$ cat config.mk
export PLATFORM = sky130hd
export DESIGN_NAME = edge_buffer_wb_arbiter
export DESIGN_NICKNAME = d
export VERILOG_FILES = /design/src/rtl/edge_buffer_wb_arbiter.sv
export SDC_FILE = /design/constraint.sdc
export NUM_CORES = 1
export LEC_CHECK = 0
export CAP_MARGIN = 20
export CORE_MARGIN = 2
export CORE_UTILIZATION = 30
export CTS_CLUSTER_DIAMETER = 80
export DETAILED_ROUTE_END_ITERATION = 8
export HOLD_SLACK_MARGIN = 0.12
export MAX_ROUTING_LAYER = met4
export PLACE_DENSITY = 0.61
export SLEW_MARGIN = 20
export SYNTH_ARGS = -nofsm -noshare
export SYNTH_HDL_FRONTEND = slang
export SYNTH_SLANG_ARGS = --single-unit
$ cat constraint.sdc
create_clock -name clk -period 3.1 [get_ports clk]
set_clock_uncertainty 0.05 [all_clocks]
set_input_delay 0.93 -clock clk [delete_from_list [all_inputs] [get_ports clk]]
set_output_delay 0.93 -clock clk [all_outputs]
set_load 0.005 [all_outputs]
$ cat src/rtl/edge_buffer_wb_arbiter.sv
// Round-robin arbiter that shares the output-SRAM write-back port among edge buffer banks.
// It forwards the granted bank's sos..eos stream with one cycle of latency and aborts faulty or stalled banks.
module edge_buffer_wb_arbiter #(
    parameter int NUM_BANKS = 4,
    parameter int DATA_W    = 16,
    parameter int NODE_W    = 8,
    parameter int TIMEOUT   = 15
) (
    input  logic                          clk,
    input  logic                          reset,
    input  logic [NUM_BANKS-1:0]          bank_req,
    input  logic [NUM_BANKS-1:0]          bank_valid,
    input  logic [NUM_BANKS-1:0]          bank_sos,
    input  logic [NUM_BANKS-1:0]          bank_eos,
    input  logic [NUM_BANKS*2*DATA_W-1:0] bank_data,
    input  logic [NUM_BANKS*NODE_W-1:0]   bank_nodeid,
    input  logic                          sram_ready,
    output logic [NUM_BANKS-1:0]          bank_grant,
    output logic                          sram_valid,
    output logic                          sram_sos,
    output logic                          sram_eos,
    output logic [2*DATA_W-1:0]           sram_data,
    output logic [NODE_W-1:0]             sram_nodeid,
    output logic [$clog2(NUM_BANKS)-1:0]  sram_owner,
    output logic [7:0]                    last_len,
    output logic                          proto_err,
    output logic                          timeout_err
);

    localparam int IDX_W  = $clog2(NUM_BANKS);
    localparam int IDLE_W = $clog2(TIMEOUT + 1);

    typedef enum logic [1:0] {IDLE, GRANT, STREAM} state_t;

    state_t              state, state_d;
    logic [IDX_W-1:0]    rr_ptr, rr_ptr_d, owner, owner_d, winner, next_ptr;
    logic [7:0]          beat_cnt, beat_cnt_d, beat_inc, last_len_d;
    logic [IDLE_W-1:0]   idle_cnt, idle_cnt_d;
    logic [NUM_BANKS-1:0] grant_d, own_mask;
    logic                found, fwd, force_eos, proto_d, timeout_d;
    logic                own_valid, own_sos, own_eos;
    logic [2*DATA_W-1:0] own_data;
    logic [NODE_W-1:0]   own_nodeid;

    assign own_valid  = bank_valid[owner];
    assign own_sos    = bank_sos[owner];
    assign own_eos    = bank_eos[owner];
    assign own_data   = bank_data[int'(owner)*2*DATA_W +: 2*DATA_W];
    assign own_nodeid = bank_nodeid[int'(owner)*NODE_W +: NODE_W];
    assign own_mask   = (state == IDLE) ? '0 : (NUM_BANKS'(1) << owner);
    assign next_ptr   = (owner == IDX_W'(NUM_BANKS - 1)) ? '0 : owner + IDX_W'(1);
    assign beat_inc   = (beat_cnt == 8'hFF) ? 8'hFF : beat_cnt + 8'd1;
    assign sram_owner = owner;

    // First requester at or after rr_ptr, searching upward with wrap.
    always_comb begin
        winner = '0;
        found  = 1'b0;
        for (int i = 0; i < NUM_BANKS; i++) begin
            if (!found && bank_req[(int'(rr_ptr) + i) % NUM_BANKS]) begin
                winner = IDX_W'((int'(rr_ptr) + i) % NUM_BANKS);
                found  = 1'b1;
            end
        end
    end

    always_comb begin
        // NOTE: every signal gets a default first so no path leaves it unassigned and infers a latch.
        state_d    = state;
        rr_ptr_d   = rr_ptr;
        owner_d    = owner;
        beat_cnt_d = beat_cnt;
        idle_cnt_d = idle_cnt;
        last_len_d = last_len;
        grant_d    = '0;
        fwd        = 1'b0;
        force_eos  = 1'b0;
        timeout_d  = 1'b0;
        proto_d    = |(bank_valid & ~own_mask);

        unique case (state)
            IDLE: begin
                idle_cnt_d = '0;
                if (found && sram_ready) begin
                    grant_d    = NUM_BANKS'(1) << winner;
                    owner_d    = winner;
                    beat_cnt_d = '0;
                    state_d    = GRANT;
                end
            end
            GRANT: begin
                if (own_valid && own_sos) begin
                    fwd = 1'b1;
                    if (own_eos) begin
                        last_len_d = 8'd1;
                        rr_ptr_d   = next_ptr;
                        state_d    = IDLE;
                    end else begin
                        beat_cnt_d = 8'd1;
                        idle_cnt_d = '0;
                        state_d    = STREAM;
                    end
                end else begin
                    proto_d  = 1'b1;
                    rr_ptr_d = next_ptr;
                    state_d  = IDLE;
                end
            end
            STREAM: begin
                if (own_valid) begin
                    fwd        = 1'b1;
                    beat_cnt_d = beat_inc;
                    idle_cnt_d = '0;
                    if (own_sos) proto_d = 1'b1;
                    if (own_eos) begin
                        last_len_d = beat_inc;
                        rr_ptr_d   = next_ptr;
                        state_d    = IDLE;
                    end
                end else if (idle_cnt == IDLE_W'(TIMEOUT - 1)) begin
                    // Stalled owner: close the stream with a data-less eos and free the port.
                    timeout_d  = 1'b1;
                    force_eos  = 1'b1;
                    idle_cnt_d = '0;
                    rr_ptr_d   = next_ptr;
                    state_d    = IDLE;
                end else begin
                    idle_cnt_d = idle_cnt + IDLE_W'(1);
                end
            end
            default: state_d = IDLE;
        endcase
    end

    // NOTE: sequential state uses non-blocking assignments so every register samples pre-edge values.
    always_ff @(posedge clk or negedge reset) begin
        if (!reset) begin
            state       <= IDLE;
            rr_ptr      <= '0;
            owner       <= '0;
            beat_cnt    <= '0;
            idle_cnt    <= '0;
            bank_grant  <= '0;
            sram_valid  <= 1'b0;
            sram_sos    <= 1'b0;
            sram_eos    <= 1'b0;
            sram_data   <= '0;
            sram_nodeid <= '0;
            last_len    <= '0;
            proto_err   <= 1'b0;
            timeout_err <= 1'b0;
        end else begin
            state       <= state_d;
            rr_ptr      <= rr_ptr_d;
            owner       <= owner_d;
            beat_cnt    <= beat_cnt_d;
            idle_cnt    <= idle_cnt_d;
            bank_grant  <= grant_d;
            sram_valid  <= fwd;
            sram_sos    <= fwd & own_sos;
            sram_eos    <= (fwd & own_eos) | force_eos;
            sram_data   <= fwd ? own_data : '0;
            sram_nodeid <= fwd ? own_nodeid : '0;
            last_len    <= last_len_d;
            proto_err   <= proto_d;
            timeout_err <= timeout_d;
        end
    end

endmodule

-- Word-level counts from Yosys, hierarchy flattened
Index checks and enable logic that the tools add are counted.
- register bits: 75
- input bits: 179
- output and inout bits: 59
- add/subtract/negate cells: 6
- magnitude comparators: 5
- equal/unequal tests: 13
- shifts and indexed selects: 4
- multiplexer cells: 69
- bitwise gates (word level): 8
- reduce and logical (&&, ||, !) cells: 21
- operators with widths (operator ; count):
    128-bit by 8-bit indexed part select with 32-bit output ; 1
    8-bit two-way mux ; 10
    32-bit two-way mux ; 1
    32-bit by 6-bit indexed part select with 8-bit output ; 1
    2-bit two-way mux ; 15
    4-bit two-way mux ; 7
    8-bit case mux with 3 select lines ; 1
    1-bit two-way mux ; 22
    8-bit case mux with 2 select lines ; 1
    1-bit binary-select mux with 2-bit select ; 7
    3-bit by 4-bit < comparator with 1-bit output, second input constant ; 3
    4-bit case mux with 3 select lines ; 1
    2-bit != test, second input constant ; 5
    5-bit AND reduction ; 2
    8-bit by 1-bit adder with 8-bit output, second input constant ; 1
    8-bit == test, second input constant ; 1
    1-bit by 2-bit << shifter with 4-bit output, first input constant ; 2
    2-bit by 3-bit < comparator with 1-bit output, second input constant ; 2
    3-bit != test, second input constant ; 2
    2-bit case mux with 3 select lines ; 1
    3-bit AND reduction ; 2
    2-bit OR reduction ; 3
    1-bit logical AND ; 5
    2-bit by 1-bit adder with 2-bit output, second input constant ; 2
    other kinds (19) ; 28

-- Longest topological paths before layout
Gate-level depths: netlist of run 1.
- depth after elaboration: 17
- gate-level depth with buffers: 8

-- Worst setup path before layout of run 1
Ideal clock, no wire load.
- path kind: input to register
- start point: in bank_eos[3]
- end point: reg beat_cnt[7]
- setup time: 120 ps
- data arrival time: 2221 ps
- data required time: 2930 ps
- slack: 708 ps
- stages: 5
- path buffers: 0
- cell sequence: mux4_2 -> nand3b_4 -> a211oi_4 -> nor2b_1 -> a31o_2
- cells in the longest elaborated chain, start to end: 4
- ends and longest elaborated chain (item ; line ; RTL):
    start, declared ; 14 ; input logic [NUM_BANKS-1:0] bank_eos,
    1-bit binary-select mux with 2-bit select ; 47 ; assign own_eos = bank_eos[owner];
    1-bit two-way mux (implied by the code) ; 47 ;
    2-bit != test (no source line) ; -- ;
    5-bit AND reduction (no source line) ; -- ;
    end signal, assigned ; 156 ; beat_cnt <= beat_cnt_d;
    end, declared ; 37 ; logic [7:0] beat_cnt, beat_cnt_d, beat_inc, last_len_d;
No other way between the ends. The select of a mux whose other input is x is not followed.
A chain may end at the register's enable or synchronous reset.

-- Worst setup path in the final report of run 1
- start point: in bank_eos[3]
- end point: reg idle_cnt[3]
- cells in the longest elaborated chain, start to end: 4
- ends and longest elaborated chain (item ; line ; RTL):
    1-bit binary-select mux with 2-bit select ; 47 ;
    1-bit two-way mux (implied by the code) ; 47 ;
    2-bit != test (no source line) ; -- ;
    3-bit AND reduction (no source line) ; -- ;
    end signal, assigned ; 157 ; idle_cnt <= idle_cnt_d;
    end, declared ; 38 ; logic [IDLE_W-1:0] idle_cnt, idle_cnt_d;
No other way between the ends. The select of a mux whose other input is x is not followed.

==> results of run 1 <==
==> power by group through the flow <==
stage	combinational [mW]	sequential, mW	clock (mW)
2_1_floorplan	1.41	1.27	0
3_3_place_gp	2.24	1.32	0
3_5_place_dp	2.28	1.33	0
4_1_cts	2.29	1.32	1.14
5_1_grt	2.43	1.34	1.19
6_report	2.24	1.31	1.11
==> routing by layer <==
layer  GRT usage (%)  vias to the layer above
met4            6.47                        0
met1            22.0                     1814
li1                -                     1723
met2            31.9                      129
met3            3.69                       16
met5               -                        -
==> registers in the layout, indices dropped and copies added, names as in the netlist <==
register,cells
sram_sos,1
sram_eos,1
sram_valid,1
last_len,8
rr_ptr,2
beat_cnt,8
proto_err,1
sram_data,32
state,2
idle_cnt,4
sram_nodeid,8
bank_grant,4
timeout_err,1
sram_owner,2
==> path summary, 6_finish.rpt <==
| path | endpoint | depth (start not counted) | startpoint |
|---|---|---|---|
| min reg2reg | last_len[6] | 1 | last_len[6] |
| max in group asynchronous | sram_data[10] | 2 | reset |
| min in group asynchronous | bank_grant[1] | 1 | reset |
| min | last_len[6] | 1 | last_len[6] |
| max | idle_cnt[3] | 6 | bank_eos[3] |
| max reg2reg | idle_cnt[3] | 5 | sram_owner[0] |
==> through the flow <==
stage / hold slack, ns / instance area, µm² / total power [mW] / instances
detailed placement: 0.450 / 6870 / 3.61 / 747
CTS: 0.463 / 7190 / 4.74 / 763
global route: 0.484 / 7190 / 4.96 / 763
floorplan: 0.431 / 4240 / 2.68 / 339
finish: 0.461 / 7190 / 4.66 / 763
global placement: 0.444 / 6870 / 3.57 / 747
==> worst register-to-register path: cells and delay by family, from the launching register on <==
family	cells	cell delay, ns
muxes	1	0.60
AOI/OAI and AO/OA	3	0.76
and+or+nand+nor	1	0.21
DFF	1	0.63
==> layout make-up <==
| cell class | instances | area share (%) |
|---|---|---|
| flip-flops and latches | 75 | 26.1 |
| multi-input cells | 221 | 30.5 |
| repair buffers | 247 | 34.5 |
| well taps | 180 | 3.13 |
| clock inverters | 6 | 1.25 |
| inverters | 24 | 1.25 |
| clock buffers | 10 | 3.18 |
==> kinds of logic after synthesis <==
logic type,Yosys count
muxes,54
adders and majority gates,12
and+or+nand+nor,98
DFF,75
AOI/OAI and AO/OA,54
xor gates and xnor gates,3
buffers and inverters,43
==> Yosys cell counts, types with 2 or more instances <==
cell type,instances
dfrtp_1,75
mux4_2,43
nor2b_1,41
inv_1,23
a21oi_1,16
nand3_1,15
ha_1,12
nor2_1,12
clkbuf_1,11
nand2_1,11
mux2_2,10
o21ai_0,10
buf_1,4
o22ai_1,4
a21o_1,3
and2_1,3
and3_1,3
nor3_1,3
xnor2_1,3
a21boi_0,2
and4_1,2
buf_2,2
buf_6,2
nand4_1,2
o211ai_1,2
==> impl.org, run 1 <==
** Status
- The flow ran to the end, and the final reports show no timing, DRC or antenna violations.

** Floorplan
- Row count :: 43
- Die footprint :: 0.0151 mm²
- The core region is 0.0138 mm².
- Initial Utilization :: slightly above 30%
- Num ports :: ~240
- From bottom edge to top edge, the die measures 123 µm.
- Die W :: 123 µm

** Timing
- Max Clock Freq :: 372 MHz
- Minimum clock period :: 2.69 ns
- Part of the cycle the worst path needs :: 86.8%
- Worst slew pin tran :: 0.682 ns
- Sum of negative setup slack :: 0 ns
- Post-route worst setup slack :: 0.410 ns
- Setup violations remaining at the end of the flow were counted as 0.
- Max transition margin :: 54.5%
- The number of failing hold endpoints at the final stage is 0.
- Unrepaired setup endpoints after global routing :: false
- Max-slew violation count :: 0

** Clock network
- Post-CTS repair changed the size of 0 cells.
- Hold-fix buffers, CTS :: 0
- Clk pin slew, worst setup/hold paths :: 0.06 ns
- TritonCTS Sinks :: 75
- After clock tree synthesis, the setup repair step added 0 buffers.
- TritonCTS built the clock tree.
- Inserted Clock Buffers :: 9
- The tree is rooted in a clkbuf_16.
- The clock passes through at most 2 buffers.
- Clock insertion delay at the later pin of the skew report :: 0.33 ns
- Clock H-tree levels :: 3

** Critical path
- The worst setup path is launched from a primary input.
- Top delay family on crit path :: compound AO/OA/AOI/OAI gates
- On the critical path, the stage with the largest delay is an instance of mux4_2.
- STA classifies the critical path endpoint as a flip-flop.
- The setup check on the worst reg-to-reg path leaves a slack of roughly 0.75 ns.
- The number of buffers and inverters on the critical path is 1.
- Walking the worst path, the cells encountered are clkdlybuf4s50_1 > mux4_2 > nand3b_4 > a21oi_1 > a21boi_0 > a41o_1.
- The worst setup path is of the in -> reg kind.
- Of all nets on the critical path, the largest fanout is 6.
- Data arrival time of the worst path :: 2.86 ns
- Critical path data required time :: about 3.3 ns
- In this design, the stage delay of the slowest critical-path cell is 0.52 ns.

** Synth
- Of the total synthesized cell area, the portion taken by AND, OR, NAND and NOR gates is about an eighth.
- The number of nets in the synthesized netlist is 530.
- In the post-synthesis netlist, the biggest area contributors are dfrtp_1 (44%), mux4_2 (23%), nor2b_1 (6.0%).
- Primary FF master, synth :: dfrtp_1
- Count of flip-flops with a built-in enable after synthesis :: 0
- Area share of fa/ha/maj cells after synthesis :: 3.54%
- Gate count after technology mapping :: roughly 340
- Main combinational cell family by area after synthesis :: multiplexers
- Post-synth top area share :: 44.2%
- The cell area that synthesis handed to floorplanning was 0.00424 mm².
- Yosys top cell by area :: dfrtp_1
- Share of async-settable or async-resettable flops after synthesis :: 100%
- Summing the areas of all compound-gate instances in the mapped netlist gives under 10% of the synthesized area.
- Xor and xnor fraction of the mapped netlist area :: 0.619%
- Multiplexer share of the synthesized area :: 25.7%
- Yosys mapped the design onto 50 distinct sky130hd cell types.
- Yosys warning total :: 0
- Avg Cell Area, Syn :: 12.5 µm²
- Share of synthesized area occupied by flip-flops and latches :: about 44%
- The synthesized design contains 75 register bits.

** Cells and area
- Area used by multi-input combinational logic :: 0.00219 mm²
- Leading cell type in the layout, fill and taps excluded :: clkdlybuf4s50_1
- For this run, the share of the core covered by cells in the final layout is 52.0%.
- The sequential cells in the finished layout cover a total of between 0.0015 and 0.002 mm².
- Fraction of layout instances using a drive strength above 1 :: between 10% and 20%
- At the end of the flow, the number of nets in the layout was 769.
- The layout has 1215 filler cells.
- In the layout the commonest cells are clkdlybuf4s50_1 (236), dfrtp_1 (73), mux4_2 (43).
- Diodes inserted :: 0
- Compared with the post-synthesis result, the final layout area differs by 69.4%.

** Power
- The worst-case IR drop observed on VDD is 0.304 mV.
- Logic gate share of total power :: 48.1%
- Static leakage power :: just under 3 nW
- Power spread over the standard cell area amounts to 649 mW/mm².
- Summed over all nets, the switching power comes to 1.48 mW.
- Net switching fraction of the power :: 31.8%
- Clock group share of total power :: 23.8%
- Internal portion of total power :: 3.18 mW
- Sequential cells account for 28.1% of the total power.

** Placed design
- The count of buffers added on input and output ports is 237.
- The wire-length estimate of the detail-placed layout is 11100 µm.
- Prior to clock tree synthesis, the placed netlist has a worst setup slack of 0.0516 ns.
- At the end of routability-driven placement, the weighted congestion stood at between 0.8 and 0.9.

** Global route
- In the global route stage, overall resource usage came out at 18.7%.
- Antenna violations before repair :: 0
- First-pass GRT wire length :: 20500 µm
- For this run the aggregate overflow at the end of global routing stands at 0.
- Pin count of the biggest net entering global routing :: a little over 40
- Number of global-route vias before repair :: around 4000

** Routing
- In the routed design, unresolved DRC markers number 0.
- Wire length per cell :: approximately 18 µm
- Using the TritonRoute via totals, the vias-per-cell ratio works out to 4.83.
- Routed metal-1 wirelength :: 5400 µm
- The detailed router placed between 3000 and 4000 vias in this run.
- In the detailed route, the total length drawn on met2 is 7190 µm.
- Antenna violation net count after detailed routing :: 0
- Uppermost layer routed :: met4
- Total length of routed wires :: between 10000 and 15000 µm
- Wire length on met3 :: 673 µm
- For this run, the detailed router's first-pass iteration total came to 4.
- In this run, the number of DRC markers left after iteration 0 of detailed routing was 109.

** Run
- Max-cap violations in this run came to 0.

** Hold path
- The tightest min-delay check is of the reg -> reg type.
Note: power is estimated with default switching activity, not from simulation.
==> run 2: changes to the inputs <==
--- a/config.mk
+++ b/config.mk
@@ -8,7 +8,6 @@
 export CAP_MARGIN = 20
 export CORE_MARGIN = 2
 export CORE_UTILIZATION = 30
-export CTS_CLUSTER_DIAMETER = 80
 export DETAILED_ROUTE_END_ITERATION = 8
 export HOLD_SLACK_MARGIN = 0.12
 export MAX_ROUTING_LAYER = met4
==> results of run 2 <==
Final layout, timing and power as in run 1 (identical DEF).
